## src/rtl/div_unit.sv

```systemverilog
// Iterative radix-2 restoring divider for RV32M DIV/DIVU/REM/REMU.
// One op in flight: IDLE -> CALC (XLEN steps) -> FIX (sign correction) -> DONE.
module div_unit #(
  parameter int XLEN      = 32,
  parameter int TAG_WIDTH = 6
) (
  input  logic                 clock,
  input  logic                 reset,
  input  logic                 flush,
  input  logic                 in_valid,
  output logic                 in_ready,
  input  logic [1:0]           div_type,
  input  logic [XLEN-1:0]      in1,
  input  logic [XLEN-1:0]      in2,
  input  logic [TAG_WIDTH-1:0] in_tag,
  output logic                 out_valid,
  input  logic                 out_ready,
  output logic [XLEN-1:0]      out,
  output logic [TAG_WIDTH-1:0] out_tag
);

  localparam int CNT_W = $clog2(XLEN);
  localparam logic [XLEN-1:0] MIN_NEG = {1'b1, {(XLEN-1){1'b0}}};

  localparam logic [1:0] S_IDLE = 2'd0;
  localparam logic [1:0] S_CALC = 2'd1;
  localparam logic [1:0] S_FIX  = 2'd2;
  localparam logic [1:0] S_DONE = 2'd3;

  logic [1:0]           state_q, state_d;
  logic [CNT_W-1:0]     cnt_q, cnt_d;
  logic [XLEN-1:0]      rem_q, rem_d;
  logic [XLEN-1:0]      quo_q, quo_d;
  logic [XLEN-1:0]      dvs_q, dvs_d;
  logic                 is_rem_q, is_rem_d;
  logic                 neg_quo_q, neg_quo_d;
  logic                 neg_rem_q, neg_rem_d;
  logic [TAG_WIDTH-1:0] tag_q, tag_d;
  logic [XLEN-1:0]      out_q, out_d;
  logic [TAG_WIDTH-1:0] out_tag_q, out_tag_d;

  logic                 is_signed, in1_neg, in2_neg, accept;
  logic [XLEN-1:0]      abs1, abs2;
  logic [XLEN:0]        shifted, trial;

  assign in_ready  = (state_q == S_IDLE);
  assign out_valid = (state_q == S_DONE);
  assign out       = out_q;
  assign out_tag   = out_tag_q;

  assign is_signed = ~div_type[0];
  assign in1_neg   = is_signed & in1[XLEN-1];
  assign in2_neg   = is_signed & in2[XLEN-1];
  // Negating MIN_NEG yields itself, which read unsigned is exactly 2^(XLEN-1).
  assign abs1      = in1_neg ? -in1 : in1;
  assign abs2      = in2_neg ? -in2 : in2;
  assign accept    = in_valid & in_ready & ~flush;

  // Partial remainder is always below the divisor, so the shifted value fits
  // XLEN+1 bits and bit XLEN of the difference is the borrow.
  assign shifted   = {rem_q, quo_q[XLEN-1]};
  assign trial     = shifted - {1'b0, dvs_q};

  always_comb begin
    state_d   = state_q;
    cnt_d     = cnt_q;
    rem_d     = rem_q;
    quo_d     = quo_q;
    dvs_d     = dvs_q;
    is_rem_d  = is_rem_q;
    neg_quo_d = neg_quo_q;
    neg_rem_d = neg_rem_q;
    tag_d     = tag_q;
    out_d     = out_q;
    out_tag_d = out_tag_q;
    case (state_q)
      S_IDLE: begin
        if (accept) begin
          tag_d     = in_tag;
          is_rem_d  = div_type[1];
          neg_quo_d = in1_neg ^ in2_neg;
          neg_rem_d = in1_neg;
          if (in2 == '0) begin
            out_d     = div_type[1] ? in1 : '1;
            out_tag_d = in_tag;
            state_d   = S_DONE;
          end else if (is_signed && in1 == MIN_NEG && in2 == '1) begin
            out_d     = div_type[1] ? '0 : MIN_NEG;
            out_tag_d = in_tag;
            state_d   = S_DONE;
          end else begin
            rem_d   = '0;
            quo_d   = abs1;
            dvs_d   = abs2;
            cnt_d   = CNT_W'(XLEN-1);
            state_d = S_CALC;
          end
        end
      end
      S_CALC: begin
        if (!trial[XLEN]) begin
          rem_d = trial[XLEN-1:0];
          quo_d = {quo_q[XLEN-2:0], 1'b1};
        end else begin
          rem_d = shifted[XLEN-1:0];
          quo_d = {quo_q[XLEN-2:0], 1'b0};
        end
        cnt_d = cnt_q - 1'b1;
        if (cnt_q == '0) state_d = S_FIX;
      end
      S_FIX: begin
        if (is_rem_q) out_d = neg_rem_q ? -rem_q : rem_q;
        else          out_d = neg_quo_q ? -quo_q : quo_q;
        out_tag_d = tag_q;
        state_d   = S_DONE;
      end
      default: begin
        if (out_ready) state_d = S_IDLE;
      end
    endcase
    if (flush) state_d = S_IDLE;
  end

  always_ff @(posedge clock or posedge reset) begin
    if (reset) begin
      state_q   <= S_IDLE;
      cnt_q     <= '0;
      rem_q     <= '0;
      quo_q     <= '0;
      dvs_q     <= '0;
      is_rem_q  <= 1'b0;
      neg_quo_q <= 1'b0;
      neg_rem_q <= 1'b0;
      tag_q     <= '0;
      out_q     <= '0;
      out_tag_q <= '0;
    end else begin
      state_q   <= state_d;
      cnt_q     <= cnt_d;
      rem_q     <= rem_d;
      quo_q     <= quo_d;
      dvs_q     <= dvs_d;
      is_rem_q  <= is_rem_d;
      neg_quo_q <= neg_quo_d;
      neg_rem_q <= neg_rem_d;
      tag_q     <= tag_d;
      out_q     <= out_d;
      out_tag_q <= out_tag_d;
    end
  end

endmodule

```

## config.mk

```make
export PLATFORM = sky130hd
export DESIGN_NAME = div_unit
export DESIGN_NICKNAME = d
export VERILOG_FILES = /design/src/rtl/div_unit.sv
export SDC_FILE = /design/constraint.sdc
export NUM_CORES = 1
export LEC_CHECK = 0
export ABC_AREA = 1
export BUFFER_PORTS_ARGS = -buffer_cell sky130_fd_sc_hd__buf_4
export CAP_MARGIN = 15
export CELL_PAD_IN_SITES_DETAIL_PLACEMENT = 1
export CELL_PAD_IN_SITES_GLOBAL_PLACEMENT = 1
export CORE_MARGIN = 2
export CORE_UTILIZATION = 43
export CTS_CLUSTER_DIAMETER = 150
export DETAILED_ROUTE_END_ITERATION = 12
export PLACE_DENSITY_LB_ADDON = 0.1
export SYNTH_ARGS = -nofsm -noshare
export SYNTH_HDL_FRONTEND = slang
export SYNTH_SLANG_ARGS = --single-unit
```

## constraint.sdc

```tcl
create_clock -name clock -period 6.38 [get_ports clock]
set_input_delay 0.638 -clock clock [delete_from_list [all_inputs] [get_ports clock]]
set_output_delay 0.638 -clock clock [all_outputs]
set_load 0.02 [all_outputs]
```

==> metrics.txt <==
worst reg2reg path depth 11; CP startpoint kind flip-flop; Worst-Skew Late Latency 470 ps; Fmax 282.5 MHz; status completed; Worst VDD drop 0.0002555 V; EDFF count, synth 0; area grow syn2layout 12.88%; Setup crit end kind flip-flop; DR iter-0 viols 967; largest net degree at the start of global routing 62; clk buf depth 2; CP Cell Sequence inv_1, ha_1, inv_2, nor3_4, nor2_1, a21oi_2, nand3_2, buf_4, nor2_4, nand2_1, o21bai_1; fin worst setup slack 2840 ps; Post-CTS Hold Buffers 0; routed len/inst 19.03 um; Max Slew Vio Count 0; Lkg Pwr 8.125 nW; reg2reg setup slack 2840 ps; Worst-path clk slew 70 ps; share of the synthesized area in the top cell type 0.2839; PD cells 373.7 mW/mm^2; pre-CTS setup slack 2718 ps; 1st-pass router iterations 5; FF+latch count, synth 150; Seq/Total Area, Yosys 0.2839; Synth area leaders dfrtp_1 28%, nand2_1 23%, nand3_1 9.2%; row count 64; hold_ws 165.8 ps; max incr delay on CP 910 ps; predominant post-synthesis flop cell dfrtp_1; CTS tree built; DRC 0; number of global-route vias before repair 15210; fin crit period 3540 ps; Slew @ Worst Pin 1145 ps; hpwl dp 39690 um; reg2reg start state_q[0]; synthesized net count 2317; Die Span Y 179.4 um; final wirelength 51000 um; # IOs 117; routed vias 14930; CTS Buf Count 17; initial antenna violation count 4; total gr overflow 0; clk root buf clkbuf_16; Synth cell types 42; final setup skew 31.70 ps; layout net count 2391; worst hold path class primary input to async pin; vias per cell 5.569; layout cells sized above 1 0.08151; die width 179.4 um; Avg Cell Area, Syn 6.021 sq um; number of port buffers 116; Gate Count Post-Synth 2196; fin crit share 0.5548; Area after DPL 0.01432 sq mm; core area 0.03043 sq mm; first-pass GRT wire length 81140 um; Yosys top cell by area dfrtp_1; Worst Path Arrival 3910 ps; number of post-CTS setup repair buffers 0; post-cts resize count 0; Crit Path Class flip-flop to flip-flop; CP Max Fanout 52; Reg2Reg Capture Point rem_q[30]; Initial Util 0.4345; Hold Violations, Final 0; clk sinks 150; Die Footprint 0.03217 sq mm; RSZ-0062 raised after global routing no; Maximum Capacitance Violations 0; total of warnings raised by yosys 0; global-route usage over all layers 0.3267; Final Power 5.578 mW; CP max stage cell nor2_4; Setup violations, final 0; Setup TNS Final 0 ps; Relative slew margins 0.2369; async set-reset flop share out of synthesis 1.000; design area 0.01492 sq mm; H-tree levels 4; Routability Congestion 0.9073; ANT nets after route 0; WP data required 6750 ps; Synth Cell Area 0.01322 sq mm
-- Yosys cell counts, drive strengths merged (2+ instances only) --
cell,instances
a21o,2
o31ai,3
clkbuf,39
ha,43
nand2,798
o221ai,2
o21bai,6
buf,32
nand3,248
o21ai,134
xnor2,21
dfrtp,150
nand3b,18
and2,2
nor3,25
and3,4
a21oi,65
o211ai,25
o22ai,7
nor2,221
inv,281
nand4,26
a31oi,3
xor2,36
-- layer usage --
| layer | vias to the layer above | part of all wire | GRT usage |
|---|---|---|---|
| met4 | 2 | 0.032 | 0.1203 |
| met2 | 408 | 0.47 | 0.5366 |
| met3 | 96 | 0.051 | 0.05823 |
| met1 | 7274 | 0.45 | 0.4303 |
| li1 | 7145 | - | - |
| met5 | - | 0.00018 | 0 |
-- area by class of cell --
| type | count | area, sq um |
|---|---|---|
| Fill cell | 4338 | 15500 |
| Multi-Input combinational cell | 1694 | 8069 |
| Sequential cell | 150 | 3754 |
| Inverter | 281 | 1060 |
| Timing Repair Buffer | 126 | 949.7 |
| Tap cell | 396 | 495.5 |
| Clock buffer | 17 | 425.4 |
| Clock inverter | 14 | 166.4 |
| Antenna cell | 2 | 5.005 |
-- flip-flops by register name, indices dropped and copies added (netlist names) --
name       count
out           32
tag_q          6
dvs_q         32
neg_rem_q      1
cnt_q          5
rem_q         32
state_q        2
quo_q         32
out_tag        6
is_rem_q       1
neg_quo_q      1
-- placed cells by master, fill, tap and decap left out, types with 2 or more instances in the layout --
cell | synthesis | layout
and2_1 | 2 | 2
bufinv_16 | 0 | 2
nor3_1 | 23 | 23
ha_1 | 43 | 43
nor2_1 | 211 | 210
o221ai_1 | 2 | 2
nand4_1 | 26 | 26
buf_4 | 6 | 125
nand3_2 | 5 | 5
o21bai_1 | 6 | 6
inv_6 | 0 | 6
clkinvlp_4 | 0 | 3
inv_1 | 276 | 275
nand3_1 | 242 | 242
o211ai_1 | 25 | 25
and3_1 | 4 | 4
clkinv_4 | 0 | 2
a31oi_1 | 3 | 3
nand2_2 | 2 | 2
inv_8 | 0 | 2
a21oi_1 | 63 | 63
a21oi_2 | 2 | 2
nand3b_1 | 18 | 18
xnor2_1 | 21 | 21
o31ai_1 | 3 | 3
dfrtp_1 | 150 | 150
diode_2 | 0 | 2
nor2_4 | 3 | 3
o21ai_1 | 6 | 6
nor2_2 | 7 | 8
o22ai_1 | 7 | 7
nand2_1 | 796 | 796
clkbuf_16 | 0 | 17
xor2_1 | 36 | 36
a21o_1 | 2 | 2
inv_2 | 5 | 5
o21ai_0 | 128 | 128
-- cell families (layout without fill, tap and decap cells) --
| group | after synthesis | in the layout | share of synthesized area |
|---|---|---|---|
| XOR/XNOR | 57 | 57 | 0.03776 |
| flip-flops | 150 | 150 | 0.2839 |
| AND/OR/NAND/NOR | 1343 | 1343 | 0.4259 |
| other | 0 | 2 | 0 |
| adder cells (fa/ha/maj) | 44 | 44 | 0.04221 |
| AO/OA/AOI/OAI | 250 | 250 | 0.1042 |
| buffers and inverters | 352 | 438 | 0.1060 |
-- critical path, delay by kind of cell, from the launching register on --
kind	cells	cell delay, ps
and+or+nand+nor	5	1710
buffers and inverters	3	600
DFF	1	410
adders and majority gates	1	350
AOI/OAI and AO/OA	2	340
-- stage by stage --
step / cells / util
final: 2680 / 0.4905
after global routing: 2678 / 0.4903
after CTS: 2677 / 0.4899
after detailed placement: 2646 / 0.4705
after global placement: 2646 / 0.4705
after floorplan: 2196 / -
-- power breakdown --
| part | switching (mW) | internal [mW] |
|---|---|---|
| combinational | 2.07 | 0.894 |
| clock | 0.480 | 0.586 |
| sequential | 0.281 | 1.27 |
-- how the worst max path moves through the flow --
stage / start / endpoint / slack (ps) / cells after the start
2_1_floorplan: reset / cnt_q[0] / 1710 / 1
3_3_place_gp: in2[0] / rem_q[30] / 2860 / 13
3_5_place_dp: in2[1] / quo_q[23] / 2720 / 13
4_1_cts: quo_q[31] / rem_q[23] / 2850 / 17
5_1_grt: quo_q[31] / rem_q[11] / 2530 / 17
6_report: state_q[0] / rem_q[30] / 2840 / 11
Power figures use the tool's default switching activity.
